==> src/rtl/seg_scan_mux_pkg.sv <==
// Shared seven-segment constants: hex glyphs, off patterns and scan phase type.
package seg_scan_mux_pkg;

  // Active-high glyphs, bit order {g,f,e,d,c,b,a}; index = nibble value (F first, 0 last).
  localparam logic [15:0][6:0] SEG_GLYPH = {
    7'h71, // F
    7'h79, // E
    7'h5E, // d
    7'h39, // C
    7'h7C, // b
    7'h77, // A
    7'h6F, // 9
    7'h7F, // 8
    7'h07, // 7
    7'h7D, // 6
    7'h6D, // 5
    7'h66, // 4
    7'h4F, // 3
    7'h5B, // 2
    7'h06, // 1
    7'h3F  // 0
  };

  // All-segments-off pin patterns for each polarity.
  localparam logic [7:0] SEG_OFF_AL = 8'hFF;
  localparam logic [7:0] SEG_OFF_AH = 8'h00;

  // Per-slot phase: outputs dark during BLANK, digit driven during DRIVE.
  typedef enum logic {
    PH_BLANK = 1'b0,
    PH_DRIVE = 1'b1
  } phase_t;

endpackage

==> src/rtl/seg_hex_decode.sv <==
// Combinational nibble -> active-high 7-segment glyph {g,f,e,d,c,b,a}.
module seg_hex_decode
  import seg_scan_mux_pkg::*;
(
  input  logic [3:0] nibble,
  output logic [6:0] glyph
);

  // Table lookup covers 0-9 and A-F.
  always_comb begin
    glyph = SEG_GLYPH[nibble];
  end

endmodule

==> src/rtl/seg_scan_mux.sv <==
// Multiplexed 7-segment scanner with per-slot blanking and frame-aligned,
// double-buffered digit loads.
module seg_scan_mux
  import seg_scan_mux_pkg::*;
#(
  parameter int DIGITS       = 4,
  parameter int SLOT_CYCLES  = 25000,
  parameter int BLANK_CYCLES = 500,
  parameter bit ACTIVE_LOW   = 1'b1
) (
  input  logic                  clk,
  input  logic                  rst,
  input  logic [4*DIGITS-1:0]   value_in,
  input  logic [DIGITS-1:0]     dp_in,
  input  logic [DIGITS-1:0]     en_in,
  input  logic                  load,
  output logic                  frame_tick,
  output logic [7:0]            seg_out,
  output logic [DIGITS-1:0]     sel_out
);

  localparam int CNT_W = (SLOT_CYCLES > 1) ? $clog2(SLOT_CYCLES) : 1;
  localparam int IDX_W = (DIGITS > 1) ? $clog2(DIGITS) : 1;

  localparam logic [CNT_W-1:0] CNT_LAST   = CNT_W'(SLOT_CYCLES - 1);
  localparam logic [CNT_W-1:0] BLANK_LAST = CNT_W'((BLANK_CYCLES > 0) ? BLANK_CYCLES - 1 : 0);
  localparam logic [IDX_W-1:0] IDX_LAST   = IDX_W'(DIGITS - 1);

  // A zero-length blank window means every slot starts straight in DRIVE.
  localparam phase_t SLOT_START = (BLANK_CYCLES == 0) ? PH_DRIVE : PH_BLANK;

  localparam logic [7:0]        SEG_OFF = ACTIVE_LOW ? SEG_OFF_AL : SEG_OFF_AH;
  localparam logic [DIGITS-1:0] SEL_OFF = ACTIVE_LOW ? {DIGITS{1'b1}} : {DIGITS{1'b0}};

  logic [CNT_W-1:0] cnt;
  logic [IDX_W-1:0] idx;
  phase_t           phase, phase_nxt;

  logic             cnt_wrap;
  logic             boundary;

  // Pending bank (written by load) and active bank (what the scan shows).
  logic [DIGITS-1:0][3:0] pend_val, act_val;
  logic [DIGITS-1:0]      pend_dp,  act_dp;
  logic [DIGITS-1:0]      pend_en,  act_en;
  logic                   pend_vld;

  logic [6:0]        glyph;
  logic [7:0]        drv_seg;
  logic [DIGITS-1:0] drv_sel;

  assign cnt_wrap = (cnt == CNT_LAST);
  assign boundary = cnt_wrap && (idx == IDX_LAST);

  // Slot counter and digit index; idx advances on each slot wrap.
  always_ff @(posedge clk) begin
    if (rst) begin
      cnt <= '0;
      idx <= '0;
    end else if (cnt_wrap) begin
      cnt <= '0;
      idx <= (idx == IDX_LAST) ? '0 : idx + 1'b1;
    end else begin
      cnt <= cnt + 1'b1;
    end
  end

  // Phase state register.
  always_ff @(posedge clk) begin
    if (rst) phase <= SLOT_START;
    else     phase <= phase_nxt;
  end

  // Phase next-state: BLANK -> DRIVE after the blank window, back to slot start on wrap.
  always_comb begin
    phase_nxt = phase;
    if (cnt_wrap)
      phase_nxt = SLOT_START;
    else if ((BLANK_CYCLES > 0) && (cnt == BLANK_LAST))
      phase_nxt = PH_DRIVE;
  end

  // Double buffer: a boundary load bypasses pending so no stale copy lingers.
  always_ff @(posedge clk) begin
    if (rst) begin
      pend_val <= '0;
      pend_dp  <= '0;
      pend_en  <= '0;
      pend_vld <= 1'b0;
      act_val  <= '0;
      act_dp   <= '0;
      act_en   <= '0;
    end else if (boundary) begin
      pend_vld <= 1'b0;
      if (load) begin
        act_val <= value_in;
        act_dp  <= dp_in;
        act_en  <= en_in;
      end else if (pend_vld) begin
        act_val <= pend_val;
        act_dp  <= pend_dp;
        act_en  <= pend_en;
      end
    end else if (load) begin
      pend_val <= value_in;
      pend_dp  <= dp_in;
      pend_en  <= en_in;
      pend_vld <= 1'b1;
    end
  end

  seg_hex_decode u_dec (
    .nibble (act_val[idx]),
    .glyph  (glyph)
  );

  // Active-high drive pattern for the current slot; dark when blanking or disabled.
  always_comb begin
    drv_sel = '0;
    drv_seg = '0;
    if ((phase == PH_DRIVE) && act_en[idx]) begin
      drv_sel[idx] = 1'b1;
      drv_seg      = {act_dp[idx], glyph};
    end
  end

  // Registered pins with board polarity applied.
  always_ff @(posedge clk) begin
    if (rst) begin
      seg_out    <= SEG_OFF;
      sel_out    <= SEL_OFF;
      frame_tick <= 1'b0;
    end else begin
      seg_out    <= ACTIVE_LOW ? ~drv_seg : drv_seg;
      sel_out    <= ACTIVE_LOW ? ~drv_sel : drv_sel;
      frame_tick <= boundary;
    end
  end

endmodule

==> config.mk <==
export PLATFORM = sky130hd
export DESIGN_NAME = seg_scan_mux
export DESIGN_NICKNAME = d
export VERILOG_FILES = /design/src/rtl/seg_scan_mux_pkg.sv /design/src/rtl/seg_hex_decode.sv /design/src/rtl/seg_scan_mux.sv
export SDC_FILE = /design/constraint.sdc
export NUM_CORES = 1
export LEC_CHECK = 0
export CAP_MARGIN = 20
export CORE_MARGIN = 2
export CORE_UTILIZATION = 30
export DETAILED_ROUTE_END_ITERATION = 7
export GPL_TIMING_DRIVEN = 0
export HOLD_SLACK_MARGIN = 0.15
export PLACE_DENSITY = 0.46
export RECOVER_POWER = 100
export SLEW_MARGIN = 5
export SYNTH_ARGS = -nofsm -noshare
export SYNTH_HDL_FRONTEND = slang
export SYNTH_SLANG_ARGS = --single-unit
==> constraint.sdc <==
create_clock -name clk -period 2.7 [get_ports clk]
set_input_delay 0.405 -clock clk [delete_from_list [all_inputs] [get_ports clk]]
set_output_delay 0.405 -clock clk [all_outputs]
set_load 0.02 [all_outputs]
# Word-level counts from Yosys, hierarchy flattened
# Memory sizes are Yosys's and may differ from the RTL's.
# Cells that the tools add are included.
# totals
memories	1
register_bits	80
rom_bits	112
# mem_list
name	words	width	read_ports	rd_clocked_by_memory_dff	wr	line	rtl
(no name shown)	16	7	1	0	0	seg_hex_decode.sv:11	glyph = SEG_GLYPH[nibble];
# op_classes
order_cmp	3
eq_ne	3
addsub	2
n_reduce_logical	8
bitwise_logic	3
muxes	18
# ops
operator	count
2-to-1 mux 16 bit	2
2-to-1 mux 4 bit	6
adder 15 x 1 -> 15 bit (second input constant)	1
== test 15 bit (second input constant)	1
== test 15 x 9 -> 1 bit (second input constant)	1
binary-select mux 4 bit (select 2 bit)	1
2-to-1 mux 8 bit	1
inverter 8 bit	1
2-to-1 mux 7 bit	1
< comparator 4 x 5 -> 1 bit (second input constant)	1
binary-select mux 1 bit (select 2 bit)	2
inverter 4 bit	1
AND reduction 2 bit	2
OR reduction 2 bit	2
logical AND 1 bit	3
< comparator 2 x 3 -> 1 bit (second input constant)	1
2-to-1 mux 1 bit	3
adder 2 x 1 -> 2 bit (second input constant)	1
demux 1 bit (select 2 bit)	1
== test 2 bit (second input constant)	1
>= comparator 2 x 1 -> 1 bit (second input constant)	1
2-to-1 mux 2 bit	1
nonzero test 2 bit	1
inverter 1 bit	1

# Depth between registers and ports, before layout
# logic_depth
ltp_word	6
ltp_mapped	8

# By module
# Synthesis repeated with hierarchy kept, for this count alone.
# hier_totals
hier_cells	363
hier_area_um2	3624.7
# by_module_without_submodules
mod	area_per_inst_um2	n_inst	cells_each
seg_scan_mux	3334.4	1	330
seg_hex_decode	290.3	1	33

# Worst setup path after synthesis
# No wires, ideal clock.
# synth_timing
path_type	reg-to-reg
start	register idx[0]
end	register seg_out[1]
n_path_buf	1
setup_ns	0.129
setup_slack_ns	0.796
period_less_slack_ns	1.904
t_arrival_ns	1.775
path_stages_with_launch	7
required_time_ns	2.571
path_cell_list	dfxtp_1 > buf_2 > mux4_2 > inv_1 > ha_1 > o211ai_1 > o211ai_1
# synth_via
elab_chain_cells	6
word_cells_on_any_way	9
# synth_rtl
element	line	rtl
start, declared	seg_scan_mux.sv:36	logic [IDX_W-1:0] idx;
start signal, assigned	seg_scan_mux.sv:62	idx <= (idx == IDX_LAST) ? '0 : idx + 1'b1;
binary-select mux 4 bit (select 2 bit)	seg_scan_mux.sv:113	.nibble (act_val[idx]),
2-to-1 mux 4 bit (not written as such)	seg_scan_mux.sv:113	
memory read (16 x 7 bit)	--	
2-to-1 mux 7 bit (not written as such)	seg_hex_decode.sv:11	
2-to-1 mux 8 bit (*)	seg_scan_mux.sv:121	if ((phase == PH_DRIVE) && act_en[idx]) begin
inverter 8 bit (*)	seg_scan_mux.sv:134	seg_out <= ACTIVE_LOW ? ~drv_seg : drv_seg;
end signal, assigned	seg_scan_mux.sv:134	
end, declared	seg_scan_mux.sv:18	output logic [7:0] seg_out,
# Every way passes the cells marked *; elsewhere a longest branch is shown, timed or not. The select of a mux whose other input is x is not followed.
# A chain may end at the register's enable or synchronous reset.

# Worst setup path after layout
# layout_timing
start	register cnt[3]
end	register act_val[13] (netlist bit)
# layout_via
elab_chain_cells	3
# layout_rtl
element	line	rtl
start, declared	seg_scan_mux.sv:35	logic [CNT_W-1:0] cnt;
start signal, assigned	seg_scan_mux.sv:64	cnt <= cnt + 1'b1;
== test 15 bit	seg_scan_mux.sv:52	assign cnt_wrap = (cnt == CNT_LAST);
logical AND 1 bit	seg_scan_mux.sv:53	assign boundary = cnt_wrap && (idx == IDX_LAST);
AND reduction 2 bit (no source line)	--	
end signal, assigned	seg_scan_mux.sv:96	act_val <= value_in;
end signal, assigned	seg_scan_mux.sv:100	act_val <= pend_val;
end, declared	seg_scan_mux.sv:43	logic [DIGITS-1:0][3:0] pend_val, act_val;
# Every way passes these cells.

==> summary.txt <==
Pwr
  – Clk pwr share: 0.492
  – Worst vdd ir: 0.308 mV
  – Switch share: 0.208
  – Int Pwr: 0.00221 W
  – Sequential share of power: 0.439
  – P_leak: 1.63 nW
  – Power Dens Cells: 590 nW/um^2
  – Net switching power: 0.000580 W
  – Comb power frac: 0.069

STA
  – Max Clk Rate: 440 MHz
  – Setup TNS Final: 0 ps
  – Final setup skew: 7.31 ps
  – Final worst path period need: 2270 ps
  – Unrepaired setup endpoints after global routing: no
  – Worst Tran Pin Value: 706 ps
  – Fin. max-slew vios: 0
  – Period Utilization, post-route: 0.842
  – Finish-stage setup viols: 0
  – Final hold violation count: 0
  – Worst rel slew slack: 0.524

Yosys
  – EDFF count, synth: 0
  – Seq/Total Area, Yosys: 0.419
  – Top-area cell type share of the netlist area: 0.419
  – Post-Synthesis Cell Area: 3820 sq um
  – Async S/R FF share, synth: 0
  – Synth Instances: 415
  – Biggest area consumer among synthesized cells: dfxtp_1
  – Distinct cell type count after synthesis: 41
  – Ys Warns: 0
  – Mapped Nets: 453
  – Post-synth top flop: dfxtp_1
  – Mean Syn Cell Area: 9.21 sq um
  – Dominant cells by area after synthesis: dfxtp_1, mux2_2, mux2i_1
  – Number of synthesized register bits: 80

Detailed routing
  – Total Routed Length: 9.11 mm
  – DR DRC count: 0
  – DRT antenna net count: 0
  – Per-cell routed wire length: 14.2 um
  – Routed vias/inst: 4.88
  – First drt pass iteration count: 4
  – Iteration-0 DRC Markers: 240
  – Total number of vias: 3126

Layout
  – Fin nets: 502
  – Final Cell Area: 4720 sq um
  – Commonest non-fill, non-tap cells in the layout: dfxtp_1, nand2_1, nor3_1
  – Fill cell count: 1315
  – Fraction of layout cells with a size suffix above 1: 0.122
  – Synthesis-to-finish area growth: 23.5%
  – Commonest non-fill, non-tap cell in the layout: dfxtp_1
  – Antenna Cells: 0

Critical path
  – Startpoint Class: flop
  – Required @ worst endpoint: 2910 ps
  – Worst Path Max Fanout: 10
  – Crit. End Element: flop
  – Arr. time, crit path: 2480 ps
  – Setup CP Type: reg -> reg

Die
  – Initial Utilization: 0.305
  – Area of the core: 12500 sq um
  – Die width: 117 um
  – Row cnt: 41
  – Die ar.: 13700 sq um
  – I/O pin total: 40
  – Die Y: 117 um

Clock tree
  – Post_cts resized: 0
  – Num CTS Buffers: 9
  – CTS sink count: 80
  – Clock slew at reported path FFs: 60 ps
  – Post-CTS Setup Inserts: 0
  – Clock Latency Late Sink: 340 ps
  – Maximum clock insertion buffer count: 2
  – TritonCTS clock tree: done
  – Htree depth: 3
  – Clock root buffer: clkbuf_16
  – Hold Buf Count CTS: 0

Global routing
  – Global-route wire length before repair: 15.4 mm
  – GRT Total Usage: 0.145
  – Largest net degree at the start of global routing: 13
  – Vias in the first global route: 3120
  – Initial antenna violation count: 0
  – Grt ovf: 0

Run
  – Max-Cap Viols: 0

Placed design
  – Post-DP Area: 4420 sq um
  – Gp weighted congestion: 0.759
  – HPWL Detailed: 6.59 mm
  – Port Buf Inserts: 38

Hold path
  – Hold WC Path Type: reg -> reg

Status
  – Status: complete, no violations
[per-stage QoR]
stage / setup slack [ps] / util / hold WS (ps) / std cells / power (W)
2_1_floorplan: 796 / - / 429 / 415 / 0.00137
3_3_place_gp: 407 / 0.353 / 440 / 625 / 0.00144
3_5_place_dp: 380 / 0.353 / 447 / 625 / 0.00145
4_1_cts: 542 / 0.380 / 459 / 640 / 0.00283
5_1_grt: 199 / 0.377 / 487 / 640 / 0.00289
6_report: 427 / 0.377 / 453 / 640 / 0.00279
[cells in the mapped netlist (all sizes together), types with 2 or more instances]
master  number
dfxtp       80
nand2       59
nor3        30
nor4        28
a31oi       25
mux2        24
mux2i       24
clkbuf      21
nor2        21
buf         15
inv         13
xnor2       12
ha          11
mux4         6
nand3        6
a21oi        5
nand4        5
o21ai        4
nor2b        3
o221ai       3
a211oi       2
o211ai       2
or2          2
[critical path, cell delays in order, from the launching register on]
cell,delay (ps)
dfxtp_1,360
nor4b_1,510
nand4_1,200
clkbuf_1,250
clkbuf_1,290
nor4_1,460
nor3_1,80
[registers in the layout, summed over array words and instances, names as in the netlist]
register,count
pend_val,16
sel_out,4
seg_out,8
cnt,15
idx,2
act_dp,4
pend_en,4
pend_dp,4
pend_vld,1
act_val,16
act_en,4
phase,1
frame_tick,1
[metal layers]
layer / GRT usage / vias to the layer above / share of wire
li1: - / 1582 / -
met1: 0.187 / 1474 / 0.49
met2: 0.236 / 57 / 0.46
met3: 0.0304 / 13 / 0.034
met4: 0.0643 / 0 / 0.020
met5: 0 / - / 0
[final timing paths]
path	startpoint	to	slack (ps)	cells after the start
worst max-delay path	cnt[3]$_SDFF_PP0_	act_val[13]$_SDFFE_PP0P_	430	6
worst max register to register	cnt[3]$_SDFF_PP0_	act_val[13]$_SDFFE_PP0P_	430	6
worst min register to register	pend_en[1]$_SDFFE_PP0P_	pend_en[1]$_SDFFE_PP0P_	450	2
worst min-delay path	pend_en[1]$_SDFFE_PP0P_	pend_en[1]$_SDFFE_PP0P_	450	2
[power by group through the flow]
| stage | clock [W] | sequential, W | combinational [W] |
|---|---|---|---|
| after CTS | 0.00141 | 0.00122 | 0.000199 |
| final | 0.00137 | 0.00122 | 0.000193 |
| after detailed placement | 0 | 0.00125 | 0.000198 |
| after global placement | 0 | 0.00125 | 0.000196 |
| after global routing | 0.00145 | 0.00123 | 0.000213 |
| after floorplan | 0 | 0.00124 | 0.000121 |
[cell type report]
class | instances | area, sq um | share of cell area
Inverter | 13 | 48.8 | 0.0103
Sequential cell | 80 | 1600 | 0.339
Clock inverter | 2 | 60.1 | 0.0127
Timing Repair Buffer | 38 | 380 | 0.0806
Tap cell | 172 | 215 | 0.0456
Clock buffer | 13 | 280 | 0.0594
Buffer | 36 | 158 | 0.0334
Multi-Input combinational cell | 286 | 1980 | 0.419
[cell families (layout without fill, tap and decap cells)]
group,Yosys count,in the layout,share of synthesized area
mux,54,54,0.169
buf+inv,49,102,0.0586
flops,80,80,0.419
compound gates,45,45,0.0773
xor+xnor,13,13,0.0298
fa+ha+maj,11,11,0.0360
simple gates,163,163,0.210
No activity file was read; power rests on OpenSTA's default activity.
